**src/rtl/uart_cmd_seq.sv**
```systemverilog
// Command sequencer behind uart_rx: parses "*W<A><DDDD><CR>" / "*R<A><CR>" frames
// into register write/read strobes and answers each complete frame with 'K' or 'E'.
//
// state  | meaning
// IDLE   | waiting for '*', everything else dropped
// CMD    | expecting W/w or R/r
// ADDR   | expecting one hex address digit
// DATA   | shifting in four hex data digits (dig_cnt counts them)
// EOL    | expecting CR to commit the command
// RSP    | holding the response until rsp_rdy
module uart_cmd_seq #(
    parameter int unsigned TIMEOUT_CYC = 2_000_000
) (
    input  logic        clk_rx,
    input  logic        rst_clk_rx,
    input  logic [7:0]  rx_data,
    input  logic        rx_data_rdy,
    input  logic        frm_err,
    output logic        cmd_wr_en,
    output logic        cmd_rd_en,
    output logic [3:0]  cmd_addr,
    output logic [15:0] cmd_data,
    output logic [7:0]  rsp_char,
    output logic        rsp_vld,
    input  logic        rsp_rdy
);

    typedef enum logic [2:0] {
        S_IDLE,
        S_CMD,
        S_ADDR,
        S_DATA,
        S_EOL,
        S_RSP
    } state_t;

    localparam int unsigned     TMO_W    = (TIMEOUT_CYC > 2) ? $clog2(TIMEOUT_CYC) : 1;
    localparam logic [TMO_W-1:0] TMO_LAST = TMO_W'(TIMEOUT_CYC - 1);

    localparam logic [7:0] CH_STAR = 8'h2A;
    localparam logic [7:0] CH_CR   = 8'h0D;
    localparam logic [7:0] CH_K    = 8'h4B;
    localparam logic [7:0] CH_E    = 8'h45;

    state_t           state, state_nxt;
    logic             is_wr, is_wr_nxt;
    logic [3:0]       addr_sh, addr_sh_nxt;
    logic [15:0]      data_sh, data_sh_nxt;
    logic [1:0]       dig_cnt, dig_cnt_nxt;
    logic [TMO_W-1:0] tmo_cnt, tmo_nxt;
    logic             wr_en_nxt, rd_en_nxt;
    logic [3:0]       cmd_addr_nxt;
    logic [15:0]      cmd_data_nxt;
    logic             rsp_vld_nxt;
    logic [7:0]       rsp_char_nxt;
    logic             err;
    logic             is_hex;
    logic [3:0]       hex_nib;

    always_comb begin
        is_hex  = 1'b1;
        hex_nib = 4'h0;
        if (rx_data >= 8'h30 && rx_data <= 8'h39) begin
            hex_nib = rx_data[3:0];
        end else if ((rx_data >= 8'h41 && rx_data <= 8'h46) ||
                     (rx_data >= 8'h61 && rx_data <= 8'h66)) begin
            hex_nib = rx_data[3:0] + 4'd9;
        end else begin
            is_hex = 1'b0;
        end
    end

    always_ff @(posedge clk_rx) begin
        if (rst_clk_rx) begin
            state     <= S_IDLE;
            is_wr     <= 1'b0;
            addr_sh   <= 4'h0;
            data_sh   <= 16'h0000;
            dig_cnt   <= 2'd0;
            tmo_cnt   <= '0;
            cmd_wr_en <= 1'b0;
            cmd_rd_en <= 1'b0;
            cmd_addr  <= 4'h0;
            cmd_data  <= 16'h0000;
            rsp_vld   <= 1'b0;
            rsp_char  <= 8'h00;
        end else begin
            state     <= state_nxt;
            is_wr     <= is_wr_nxt;
            addr_sh   <= addr_sh_nxt;
            data_sh   <= data_sh_nxt;
            dig_cnt   <= dig_cnt_nxt;
            tmo_cnt   <= tmo_nxt;
            cmd_wr_en <= wr_en_nxt;
            cmd_rd_en <= rd_en_nxt;
            cmd_addr  <= cmd_addr_nxt;
            cmd_data  <= cmd_data_nxt;
            rsp_vld   <= rsp_vld_nxt;
            rsp_char  <= rsp_char_nxt;
        end
    end

    always_comb begin
        state_nxt    = state;
        is_wr_nxt    = is_wr;
        addr_sh_nxt  = addr_sh;
        data_sh_nxt  = data_sh;
        dig_cnt_nxt  = dig_cnt;
        tmo_nxt      = tmo_cnt;
        wr_en_nxt    = 1'b0;
        rd_en_nxt    = 1'b0;
        cmd_addr_nxt = cmd_addr;
        cmd_data_nxt = cmd_data;
        rsp_vld_nxt  = rsp_vld;
        rsp_char_nxt = rsp_char;
        err          = 1'b0;

        case (state)
            S_IDLE: begin
                tmo_nxt = '0;
                if (rx_data_rdy && !frm_err && rx_data == CH_STAR) begin
                    state_nxt = S_CMD;
                end
            end
            S_RSP: begin
                tmo_nxt = '0;
                if (rsp_rdy) begin
                    rsp_vld_nxt = 1'b0;
                    state_nxt   = S_IDLE;
                end
            end
            S_CMD, S_ADDR, S_DATA, S_EOL: begin
                if (frm_err) begin
                    err = 1'b1;
                end else if (rx_data_rdy) begin
                    tmo_nxt = '0;
                    // '*' anywhere in a frame restarts it without complaint
                    if (rx_data == CH_STAR) begin
                        state_nxt = S_CMD;
                    end else begin
                        case (state)
                            S_CMD: begin
                                if (rx_data == 8'h57 || rx_data == 8'h77) begin
                                    is_wr_nxt = 1'b1;
                                    state_nxt = S_ADDR;
                                end else if (rx_data == 8'h52 || rx_data == 8'h72) begin
                                    is_wr_nxt = 1'b0;
                                    state_nxt = S_ADDR;
                                end else begin
                                    err = 1'b1;
                                end
                            end
                            S_ADDR: begin
                                if (is_hex) begin
                                    addr_sh_nxt = hex_nib;
                                    dig_cnt_nxt = 2'd0;
                                    state_nxt   = is_wr ? S_DATA : S_EOL;
                                end else begin
                                    err = 1'b1;
                                end
                            end
                            S_DATA: begin
                                if (is_hex) begin
                                    data_sh_nxt = {data_sh[11:0], hex_nib};
                                    dig_cnt_nxt = dig_cnt + 2'd1;
                                    if (dig_cnt == 2'd3) begin
                                        state_nxt = S_EOL;
                                    end
                                end else begin
                                    err = 1'b1;
                                end
                            end
                            S_EOL: begin
                                if (rx_data == CH_CR) begin
                                    cmd_addr_nxt = addr_sh;
                                    if (is_wr) begin
                                        cmd_data_nxt = data_sh;
                                        wr_en_nxt    = 1'b1;
                                    end else begin
                                        rd_en_nxt = 1'b1;
                                    end
                                    rsp_vld_nxt  = 1'b1;
                                    rsp_char_nxt = CH_K;
                                    state_nxt    = S_RSP;
                                end else begin
                                    err = 1'b1;
                                end
                            end
                            default: err = 1'b1;
                        endcase
                    end
                end else if (tmo_cnt == TMO_LAST) begin
                    tmo_nxt   = '0;
                    state_nxt = S_IDLE;
                end else begin
                    tmo_nxt = tmo_cnt + TMO_W'(1);
                end
            end
            default: state_nxt = S_IDLE;
        endcase

        if (err) begin
            tmo_nxt      = '0;
            rsp_vld_nxt  = 1'b1;
            rsp_char_nxt = CH_E;
            state_nxt    = S_RSP;
        end
    end

endmodule
```
**config.mk**
```make
export PLATFORM = sky130hd
export DESIGN_NAME = uart_cmd_seq
export DESIGN_NICKNAME = d
export VERILOG_FILES = /design/src/rtl/uart_cmd_seq.sv
export SDC_FILE = /design/constraint.sdc
export NUM_CORES = 1
export LEC_CHECK = 0
export ABC_CLOCK_PERIOD_IN_PS = 7000
export CORE_MARGIN = 2
export CORE_UTILIZATION = 45
export DETAILED_ROUTE_END_ITERATION = 10
export PLACE_DENSITY = 0.64
export SLEW_MARGIN = 15
export SYNTH_ARGS = -nofsm -noshare
export SYNTH_HDL_FRONTEND = slang
export SYNTH_SLANG_ARGS = --single-unit
```
**constraint.sdc**
```tcl
create_clock -name clk_rx -period 7 [get_ports clk_rx]
set_input_delay 1.05 -clock clk_rx [delete_from_list [all_inputs] [get_ports clk_rx]]
set_output_delay 1.05 -clock clk_rx [all_outputs]
set_load 0.02 [all_outputs]
```
==> impl_summary.md <==
Routing
The pre-antenna-repair detailed-routing pass consisted of 4 iterations. The final layout contains routed wiring with a total length of about 7200 um. In the routed layout, each cell is associated on average with a via count of roughly 5.3. The via count of the routed design is 2808. For this run, design rule violations remaining after detail routing come to 0. The remaining antenna violation count after routing is 0.

The iteration-0 DRC count of the detailed router is 90. Dividing the detail-routed wire length by the instance count gives 13.59 um.

CTS
The maximum buffer depth of the clock tree is 2. The number of buffers created by CTS is 9. In this run the clock root is driven by a clkbuf_8. The later pin in the worst-skew pair is clocked with a latency of 0.34 ns. The level count of the clock H-tree is 3. Clock-pin slew was measured on the worst setup and hold paths at 0.07 ns.

Post-CTS timing repair inserted 0 buffers for setup. In this run, post-CTS repair resized a total of 0 instances. The number of hold buffers added after CTS is 0. The clock tree from TritonCTS is done. The number of clock sinks is 73.

Worst setup path
The worst setup path is launched from a primary input. The startpoint identified for the worst register-to-register timing path is state[2]. Of all nets on the critical path, the largest fanout is 24. The data required time of the critical path is 7.18 ns. For flop-to-flop paths, the worst setup slack is roughly 4.1 ns.

The worst setup path startpoint is rx_data[3]. The endpoint identified for the worst register-to-register timing path is cmd_data[11]. The setup path with the least slack is of type primary input to flip-flop.

The logic depth of the worst register-to-register path is 7. STA puts the critical path data arrival time at 3.82 ns. STA classifies the critical path endpoint as a flip-flop.

STA
The shortest period the worst path allows is roughly 3.6 ns. For the pin with the worst max-slew slack, the measured transition is ~0.92 ns. For the final database, setup skew stands at 0.006929 ns. The share of the clock period used by the worst path is 0.5189. Measured against its own limit, the worst slew margin works out to 0.3843. The maximum clock frequency is around 0.28 GHz. The final count of hold timing violations is 0. The setup violation total in the final timing report is 0.

Hold is met by around 0.46 ns. The sum of negative setup slack is 0 ns. Setup repair after global routing left no endpoint under its margin. The number of slew-limit violations in the final report is 0.

Hold path
The startpoint of the most critical hold path is cmd_data[3]. Counting instances, the worst hold path has a depth of 2. The path with the worst hold slack has its endpoint at cmd_data[3]. The class of the worst hold path is flip-flop to flip-flop.

Synth
The complex-gate fraction of the synthesized area is 0.1365. In this run, synthesis inferred 0 flip-flops with an integrated enable. The netlist area before placement is 3492 um2.

After synthesis, the largest family of logic cells by area is simple AND/OR/NAND/NOR gates. Of the post-synthesis cell area, the dominant cell type holds 0.4185. The commonest cells after synthesis are dfxtp_1 (73), nor2_1 (51), nand2_1 (42). The largest area contributor in the netlist is dfxtp_1. The arithmetic-cell share of the synthesized area counting full adders, half adders and majority gates is 0.02150. The fraction of the mapped netlist area in simple logic gates is 0.2723. The multiplexer share of the synthesized area is 0.05159.

The warning count from the yosys run is 0. Averaged over all synthesized cells, the footprint is 8.886 um2. The xor/xnor share of the synthesized area is 0.05016. The leading cell type by number of instances after synthesis is dfxtp_1. The register bit count reported by yosys is 73. The share of the Yosys chip area taken by registers is 0.4185. Ranked by total cell area, the synthesized netlist is headed by dfxtp_1 (42%), nor2_1 (5.5%), mux2i_1 (5.2%). The flip-flop cell with the highest count after synthesis is dfxtp_1. The synthesized instance count is ~390. The share of flip-flops with an asynchronous set or reset is 0. Counting distinct cell types in the post-synthesis netlist gives 66.

GRT
The total track usage is 0.1850. The initial antenna violation count came to 0. The via count of the first global-routing pass came to around 2700. The wire length of the first global-routing pass is 12700 um.

The overall overflow remaining after global route is 0. Entering global routing, the biggest net connects 50 pins.

Floorplanning
The die is between 90 and 100 um tall. The die covers ~8500 um2. The starting density of the core is 0.4590. The row count is 32. In this run the horizontal extent of the chip is approximately 92 um. The region available for standard cell placement spans between 7000 and 8000 um2. 44 I/O pins were placed.

Flow run
The tool flagged a number of max-cap violations equal to 0.

Finish
Summing all multi-input logic gate instances after layout gives between 1500 and 2000 um2. The antenna diode count is 0. The synthesis-to-finish area growth is 16.59%. Registers take around 1500 um2.

The filler cells instantiated in the layout total between 700 and 800. In the final design database the tool counted between 400 and 500 nets. The layout cell share with drive strength beyond 1 is 0.09112.

Place
The post-detailed-placement half-perimeter wirelength is slightly above 5000 um. Port buffering added 40 buffers. Routability-driven placement finished with a final weighted congestion of 0.9063.

Power
The static leakage is 1.316 nW. For this design the ratio of total power to cell area is 238.9 nW/um2. The worst voltage drop across the vdd grid is around 0.09 mV.

Status
The run finished with clean final reports.
==> worst max path at each step <==
stage	slack [ns]	end	depth (start not counted)
finish	3.37	cmd_data[11]	8
detailed placement	3.06	cmd_data[11]	8
floorplan	3.95	data_sh[10]	7
CTS	3.43	cmd_data[6]	8
global route	3.09	tmo_cnt[2]	9
global placement	3.00	cmd_data[2]	8
==> worst max-delay path, stage by stage <==
cell	delay [ns]
clkdlybuf4s50_1	0.58
or4b_1	0.53
nor4_1	0.42
nor3b_2	0.24
buf_4	0.32
nand2_1	0.39
nand2_1	0.19
a21oi_1	0.08
==> placed cells by master (no fill, tap or decap), types with 4 or more instances in the layout <==
| master | instances |
|---|---|
| mux2i_1 | 18 |
| dfxtp_1 | 73 |
| ha_1 | 6 |
| and3_1 | 6 |
| xor2_1 | 13 |
| a211oi_2 | 4 |
| clkbuf_8 | 9 |
| a211oi_1 | 4 |
| nor4_1 | 5 |
| nor2_4 | 10 |
| nand2_1 | 42 |
| clkdlybuf4s50_1 | 39 |
| nor2_1 | 51 |
| nand4_1 | 4 |
| xnor2_1 | 7 |
| a21oi_1 | 26 |
| inv_1 | 9 |
| nand3_1 | 26 |
| a31oi_1 | 4 |
| nor3_1 | 10 |
==> area by class of cell <==
cell class	count	area share
multi-input cells	290	0.4591
well taps	102	0.03135
clock buffers	11	0.03227
inverters	9	0.008297
clock inverters	4	0.01106
repair buffers	41	0.09896
flip-flops and latches	73	0.3589
==> stage by stage <==
step	setup slack, ns	cells	instance area [um2]	total power [W]	util
after floorplan	3.947	395	3500	0.0006214	-
after detailed placement	3.060	515	3895	0.0006725	0.5120
after global placement	3.004	515	3895	0.0006711	0.5120
final	3.368	530	4071	0.0009727	0.5352
after CTS	3.429	530	4071	0.0009825	0.5352
after global routing	3.093	530	4071	0.001030	0.5352
==> cell families after synthesis <==
logic type / after synthesis
buffers and inverters: 32
and+or+nand+nor: 178
other: 1
AOI/OAI and AO/OA: 65
muxes: 18
adders and majority gates: 6
xor gates and xnor gates: 20
DFF: 73
==> per-layer routing <==
layer	routed length (um)	part of all wire	up-vias	global-route usage
met5	0	0	-	0
met4	62	0.0086	0	0.05846
met3	316	0.044	6	0.04766
met2	3364	0.47	54	0.2935
met1	3457	0.48	1316	0.2469
li1	-	-	1432	-
==> state kept, by name, summed over array words and instances, names as in the netlist <==
name,count
tmo_cnt,21
cmd_data,16
data_sh,16
addr_sh,4
cmd_addr,4
rsp_char,3
state,3
dig_cnt,2
cmd_rd_en,1
cmd_wr_en,1
is_wr,1
rsp_vld,1
==> where the power goes <==
part,internal (W),switching [W]
sequential,0.000429,0.0000289
combinational,0.0000761,0.000131
clock,0.000161,0.000147
Note: power is estimated with default switching activity, not from simulation.
